--- src/rtl/booth_pkg.sv ---
// Shared types and constants for the sequential radix-2 Booth multiplier.
package booth_pkg;

    typedef enum logic [1:0] {
        IDLE = 2'd0,
        RUN  = 2'd1,
        DONE = 2'd2
    } state_t;

    // {Q[0], q_1} pairs that request an add or a subtract of M
    localparam logic [1:0] BOOTH_ADD = 2'b01;
    localparam logic [1:0] BOOTH_SUB = 2'b10;

    function automatic int cnt_width(input int width);
        return $clog2(width + 2);
    endfunction

endpackage

--- src/rtl/booth_multiplier_if.sv ---
// Operand/result handshake between the arithmetic unit and the Booth multiplier.
interface booth_multiplier_if #(
    parameter int WIDTH = 8
);
    logic                   start;
    logic                   signed_mode;
    logic [WIDTH-1:0]       a_in;
    logic [WIDTH-1:0]       b_in;
    logic                   busy;
    logic                   done;
    logic [2*WIDTH-1:0]     product;

    modport master (
        output start, signed_mode, a_in, b_in,
        input  busy, done, product
    );

    modport slave (
        input  start, signed_mode, a_in, b_in,
        output busy, done, product
    );
endinterface

--- src/rtl/booth_add_sub.sv ---
// Combinational W-bit adder/subtractor used for the P +/- M step.
module booth_add_sub #(
    parameter int W = 10
) (
    input  logic [W-1:0] a,
    input  logic [W-1:0] b,
    input  logic         sub,
    output logic [W-1:0] y
);
    assign y = sub ? (a - b) : (a + b);
endmodule

--- src/rtl/booth_multiplier.sv ---
// Self-sequencing radix-2 Booth multiplier: WIDTH+1 iterations over
// operands extended to WIDTH+1 bits, one guard bit on the accumulator.
module booth_multiplier
    import booth_pkg::*;
#(
    parameter int WIDTH = 8
) (
    input  logic               clock,
    input  logic               reset,
    booth_multiplier_if.slave  bus
);
    localparam int N  = WIDTH + 1;
    localparam int CW = cnt_width(WIDTH);

    state_t             state_q, state_d;
    logic [N-1:0]       m_q, q_q;
    logic [N:0]         p_q;
    logic               q1_q;
    logic [CW-1:0]      cnt_q;
    logic [2*WIDTH-1:0] product_q;

    logic [1:0]         pair;
    logic [N:0]         m_ext, sum, p_sel, p_next;
    logic [N-1:0]       q_next;
    logic               last_iter;

    function automatic logic [N-1:0] extend(input logic [WIDTH-1:0] x, input logic s);
        return {s & x[WIDTH-1], x};
    endfunction

    assign pair      = {q_q[0], q1_q};
    assign m_ext     = {m_q[N-1], m_q};
    assign last_iter = (cnt_q == CW'(WIDTH));

    booth_add_sub #(.W(N + 1)) u_add_sub (
        .a   (p_q),
        .b   (m_ext),
        .sub (pair == BOOTH_SUB),
        .y   (sum)
    );

    // Arithmetic shift of {P, Q, q_1}; q_1 picks up the old Q[0]
    assign p_sel  = (pair == BOOTH_ADD || pair == BOOTH_SUB) ? sum : p_q;
    assign p_next = {p_sel[N], p_sel[N:1]};
    assign q_next = {p_sel[0], q_q[N-1:1]};

    always_ff @(posedge clock or negedge reset) begin
        if (!reset) state_q <= IDLE;
        else        state_q <= state_d;
    end

    always_comb begin
        state_d = state_q;
        case (state_q)
            IDLE:    if (bus.start) state_d = RUN;
            RUN:     if (last_iter) state_d = DONE;
            DONE:    state_d = IDLE;
            default: state_d = IDLE;
        endcase
    end

    always_ff @(posedge clock or negedge reset) begin
        if (!reset) begin
            m_q       <= '0;
            q_q       <= '0;
            p_q       <= '0;
            q1_q      <= 1'b0;
            cnt_q     <= '0;
            product_q <= '0;
        end else begin
            case (state_q)
                IDLE: begin
                    if (bus.start) begin
                        m_q   <= extend(bus.a_in, bus.signed_mode);
                        q_q   <= extend(bus.b_in, bus.signed_mode);
                        p_q   <= '0;
                        q1_q  <= 1'b0;
                        cnt_q <= '0;
                    end
                end
                RUN: begin
                    p_q   <= p_next;
                    q_q   <= q_next;
                    q1_q  <= q_q[0];
                    cnt_q <= cnt_q + CW'(1);
                    // Product is the low 2*WIDTH bits of {P, Q} after the final step
                    if (last_iter) product_q <= {p_next[WIDTH-2:0], q_next};
                end
                default: ;
            endcase
        end
    end

    assign bus.busy    = (state_q != IDLE);
    assign bus.done    = (state_q == DONE);
    assign bus.product = product_q;

endmodule
--- src/flat_wrapper.sv ---
// flat-port wrapper written by rule: the top's interface ports become plain ports
module booth_multiplier_flat import booth_pkg::*;
#(
    parameter int WIDTH = 8
)
  (clock, reset, bus_start, bus_signed_mode, bus_a_in, bus_b_in, bus_busy, bus_done, bus_product);
  booth_multiplier_if #(.WIDTH(WIDTH)) bus_i ();
  input  logic clock;
  input  logic reset;
  input wire logic [$bits(bus_i.start)-1:0] bus_start;
  input wire logic [$bits(bus_i.signed_mode)-1:0] bus_signed_mode;
  input wire logic [$bits(bus_i.a_in)-1:0] bus_a_in;
  input wire logic [$bits(bus_i.b_in)-1:0] bus_b_in;
  output wire logic [$bits(bus_i.busy)-1:0] bus_busy;
  output wire logic [$bits(bus_i.done)-1:0] bus_done;
  output wire logic [$bits(bus_i.product)-1:0] bus_product;
  assign bus_i.start = bus_start;
  assign bus_i.signed_mode = bus_signed_mode;
  assign bus_i.a_in = bus_a_in;
  assign bus_i.b_in = bus_b_in;
  assign bus_busy = bus_i.busy;
  assign bus_done = bus_i.done;
  assign bus_product = bus_i.product;
  booth_multiplier #(.WIDTH(WIDTH)) u_core (.clock(clock), .reset(reset), .bus(bus_i));
endmodule
--- config.mk ---
export PLATFORM = sky130hd
export DESIGN_NAME = booth_multiplier_flat
export DESIGN_NICKNAME = d
export VERILOG_FILES = /design/src/rtl/booth_pkg.sv /design/src/rtl/booth_multiplier_if.sv /design/src/rtl/booth_add_sub.sv /design/src/rtl/booth_multiplier.sv /design/src/flat_wrapper.sv
export SDC_FILE = /design/constraint.sdc
export NUM_CORES = 1
export LEC_CHECK = 0
export BUFFER_PORTS_ARGS = -buffer_cell sky130_fd_sc_hd__clkbuf_2
export CORE_MARGIN = 5
export CORE_UTILIZATION = 50
export CTS_CLUSTER_DIAMETER = 150
export DETAILED_ROUTE_END_ITERATION = 12
export PLACE_DENSITY_LB_ADDON = 0.05
export SLEW_MARGIN = 20
export SYNTH_ARGS = -nofsm -noshare
export SYNTH_HDL_FRONTEND = slang
export SYNTH_SLANG_ARGS = --single-unit
export TNS_END_PERCENT = 10
--- constraint.sdc ---
create_clock -name clock -period 6.66 [get_ports clock]
set_input_delay 0.666 -clock clock [delete_from_list [all_inputs] [get_ports clock]]
set_output_delay 0.666 -clock clock [all_outputs]
set_load 0.1 [all_outputs]
==> impl_metrics.csv <==
group,metric,value,unit
status,status,"completed",
critical_path,worst-endpoint-required,6.85,ns
sta,rsz0062_at_grt,"false",
worst_hold_path,hp-class,"in2async",
finish,final_nets,361,
detailed_routing,routed_wire_length_per_instance,14.6,microns
detailed_routing,drt.antenna.violating_nets,0,
synthesis,syn_nets,329,
floorplan,design.core.area,5110,sq um
floorplan,ios,38,
sta,fin_crit,2.70,ns
clocking,clkLatencyLatePin,0.32,ns
critical_path,critical_path.endpoint_type,"register",
global_routing,grt_start_max_net_pins,51,
finish,final_cell_count_no_fill,398,
placement,finalWeightedCongestion,0.849,
clocking,cts_max_level,2,
critical_path,worstPathCellList,"inv_1 -> ha_1 -> nor2_1 -> xnor2_1 -> ha_1 -> nor2b_1 -> o31a_1 -> o21a_1 -> nor2_1 -> xor2_1 -> a31oi_1",
detailed_routing,drt_first_pass_iters,6,
finish,final_core_util,0.584,
detailed_routing,vias_per_cell,5.32,
critical_path,timing.critical_path.max_delay_family,"adder cells",
clocking,clock-sinks,50,
global_routing,antenna_found_initial,0,
critical_path,slowest_stage,"ha_1",
synthesis,cell_count_after_synthesis,295,
synthesis,synth.ff_latch_count,50,
synthesis,yosys_warnings,0,
global_routing,gr_overflow_total,0,
finish,layout-drive-gt1-share,0.159,
clocking,cts_buffer_depth,2,
placement,detailedPlacementHpwl,4180,microns
clocking,cts_made_buffers,5,
sta,maxSlewViolCount,0,
clocking,clk_transition_reported_paths,0.11,ns
sta,relSlewSlack,0.378,
sta,finalHoldViolCount,0,
sta,finalCritPeriodShare,0.406,
critical_path,worstSetupPathType,"reg2reg",
global_routing,first_global_vias,2027,
synthesis,syn-mean-instance-area,8.95,sq um
clocking,hold_buffers,0,
sta,tightest_slew,0.933,ns
critical_path,worst-path-max-fanout,10,
finish,final_common_cell,"nand2_1",
detailed_routing,total_detailed_routing_wirelength,5800,microns
clocking,post_cts.resized_instances,0,
global_routing,track_usage,0.188,
floorplan,die_area,6830,sq um
clocking,clock_tree_from_tritoncts,"yes",
floorplan,die_width,82.6,microns
sta,max_freq,0.370,GHz
global_routing,grt_pass1_wl,9740,microns
sta,worst_clock_skew,0.0128,ns
critical_path,crit_path_arrival_time,2.90,ns
clocking,cts.repair_timing.setup_buffer_count,0,
finish,antenna_cells,0,
placement,placedCellCount,390,
floorplan,initial_core_util,0.517,
detailed_routing,route.detailed.drc,0,
synthesis,ys_types,41,
job,drv_cap,0,
synthesis,mappedNetlistArea,2640,sq um
critical_path,cpPeakStageDelay,0.38,ns
synthesis,synth_seq_area_share,0.474,
critical_path,cp.buffers_inverters,1,
finish,area_growth_syn_to_layout,12.9,%
floorplan,placement_rows,26,
sta,finalSetupViolCount,0,
placement,io_buffer_count,37,
detailed_routing,route.vias.total,2118,
floorplan,die-height,82.6,microns
detailed_routing,drtIter0Drc,124,
finish,layout_common_cells,"nand2_1 (61), dfrtp_1 (50), clkbuf_2 (37)",
clocking,root_buffer,"clkbuf_8",
sta,setup-tns-final,0,ns
critical_path,crit_path_start_kind,"register",
## synth_stat cells
master     count  share of area
o31ai_1        2         0.0057
nor3_1         1         0.0019
xor2_1         1         0.0033
a21o_1         2         0.0057
o21ai_1        1         0.0019
o21a_1         2         0.0057
and3b_1        1         0.0033
ha_1          13          0.062
mux2i_1        2         0.0076
o22ai_1        7          0.017
a221oi_4       1          0.010
nor2b_1        5          0.012
nand2_1       61          0.087
clkinv_1       1         0.0014
nor3_2         1         0.0038
dfrtp_1       50           0.47
a21oi_2        1         0.0033
a211oi_1       1         0.0028
a22oi_1        1         0.0028
inv_1         12          0.017
a311oi_1       1         0.0033
nor4_2         1         0.0047
o211ai_1       2         0.0057
nand4_1        1         0.0024
nor2_1        26          0.037
a32oi_1        1         0.0033
and2_1         3         0.0071
o2111ai_1      1         0.0033
buf_2          6          0.011
mux2_2         2         0.0085
a31oi_1        3         0.0071
nand3_1       13          0.025
o31a_1         1         0.0033
a21oi_1       18          0.034
clkbuf_1       7          0.010
xnor2_1       11          0.037
nand4b_1       1         0.0033
o21ai_0       25          0.047
or3_1          2         0.0047
fa_1           1         0.0076
nand2b_1       3         0.0071
## registers in the layout (all words and copies together) (netlist names)
register / flops
u_core.p_q: 9
u_core.m_q: 9
u_core.bus.product: 16
u_core.state_q: 2
u_core.q_q: 9
u_core.cnt_q: 4
u_core.q1_q: 1
## path summary, 6_finish.rpt
check / start / to / depth (start not counted) / slack, ns
max reg2reg: u_core.q1_q / u_core.bus.product[14] / 11 / 3.96
min reg2reg: u_core.bus.product[4] / u_core.bus.product[4] / 2 / 0.48
max in group asynchronous: reset / u_core.m_q[0] / 2 / 5.79
min: reset / u_core.q_q[4] / 2 / 0.44
max: u_core.q1_q / u_core.bus.product[14] / 11 / 3.96
min in group clock: u_core.bus.product[4] / u_core.bus.product[4] / 2 / 0.48
## worst register-to-register path, stage by stage, from the launching register on
cell     delay, ns
dfrtp_1       0.37
inv_1         0.07
ha_1          0.38
nor2_1        0.11
xnor2_1       0.26
ha_1          0.32
nor2b_1       0.17
o31a_1        0.28
o21a_1        0.18
nor2_1        0.11
xor2_1        0.22
a31oi_1       0.11
## layout make-up
class                           count  area (sq um)
Clock buffer                        5          68.8
Multi-Input combinational cell    219          1280
Timing Repair Buffer               38           193
Tap cell                           70          87.6
Clock inverter                      3          48.8
Fill cell                         481          2130
Sequential cell                    50          1250
Inverter                           13          48.8
## layer usage
| metal | track usage | part of all wire | up-vias |
|---|---|---|---|
| met4 | 0.0539 | 0.012 | 0 |
| met5 | 0 | 0 | - |
| met2 | 0.309 | 0.47 | 39 |
| met3 | 0.0369 | 0.043 | 7 |
| li1 | - | - | 1067 |
| met1 | 0.253 | 0.48 | 1005 |
## cell families (layout without fill, tap and decap cells)
| family | Yosys count | after routing | share of synthesized area |
|---|---|---|---|
| flops | 50 | 50 | 0.474 |
| simple gates | 119 | 119 | 0.199 |
| xor+xnor | 12 | 12 | 0.0398 |
| fa+ha+maj | 14 | 14 | 0.0692 |
| mux | 4 | 4 | 0.0161 |
| buf+inv | 26 | 59 | 0.0398 |
| compound gates | 70 | 70 | 0.162 |
## through the flow
| stage | hold slack [ns] | setup WS [ns] | instance area (sq um) |
|---|---|---|---|
| floorplan | 0.370 | 4.27 | 2640 |
| global placement | 0.459 | 3.99 | 2860 |
| detailed placement | 0.463 | 3.97 | 2860 |
| CTS | 0.472 | 3.96 | 2980 |
| global route | 0.511 | 3.76 | 2980 |
| finish | 0.444 | 3.96 | 2980 |
Power is left out: the tool's default activity adds up to more than one toggle a clock period on the data nets, which glitch-free logic cannot reach.
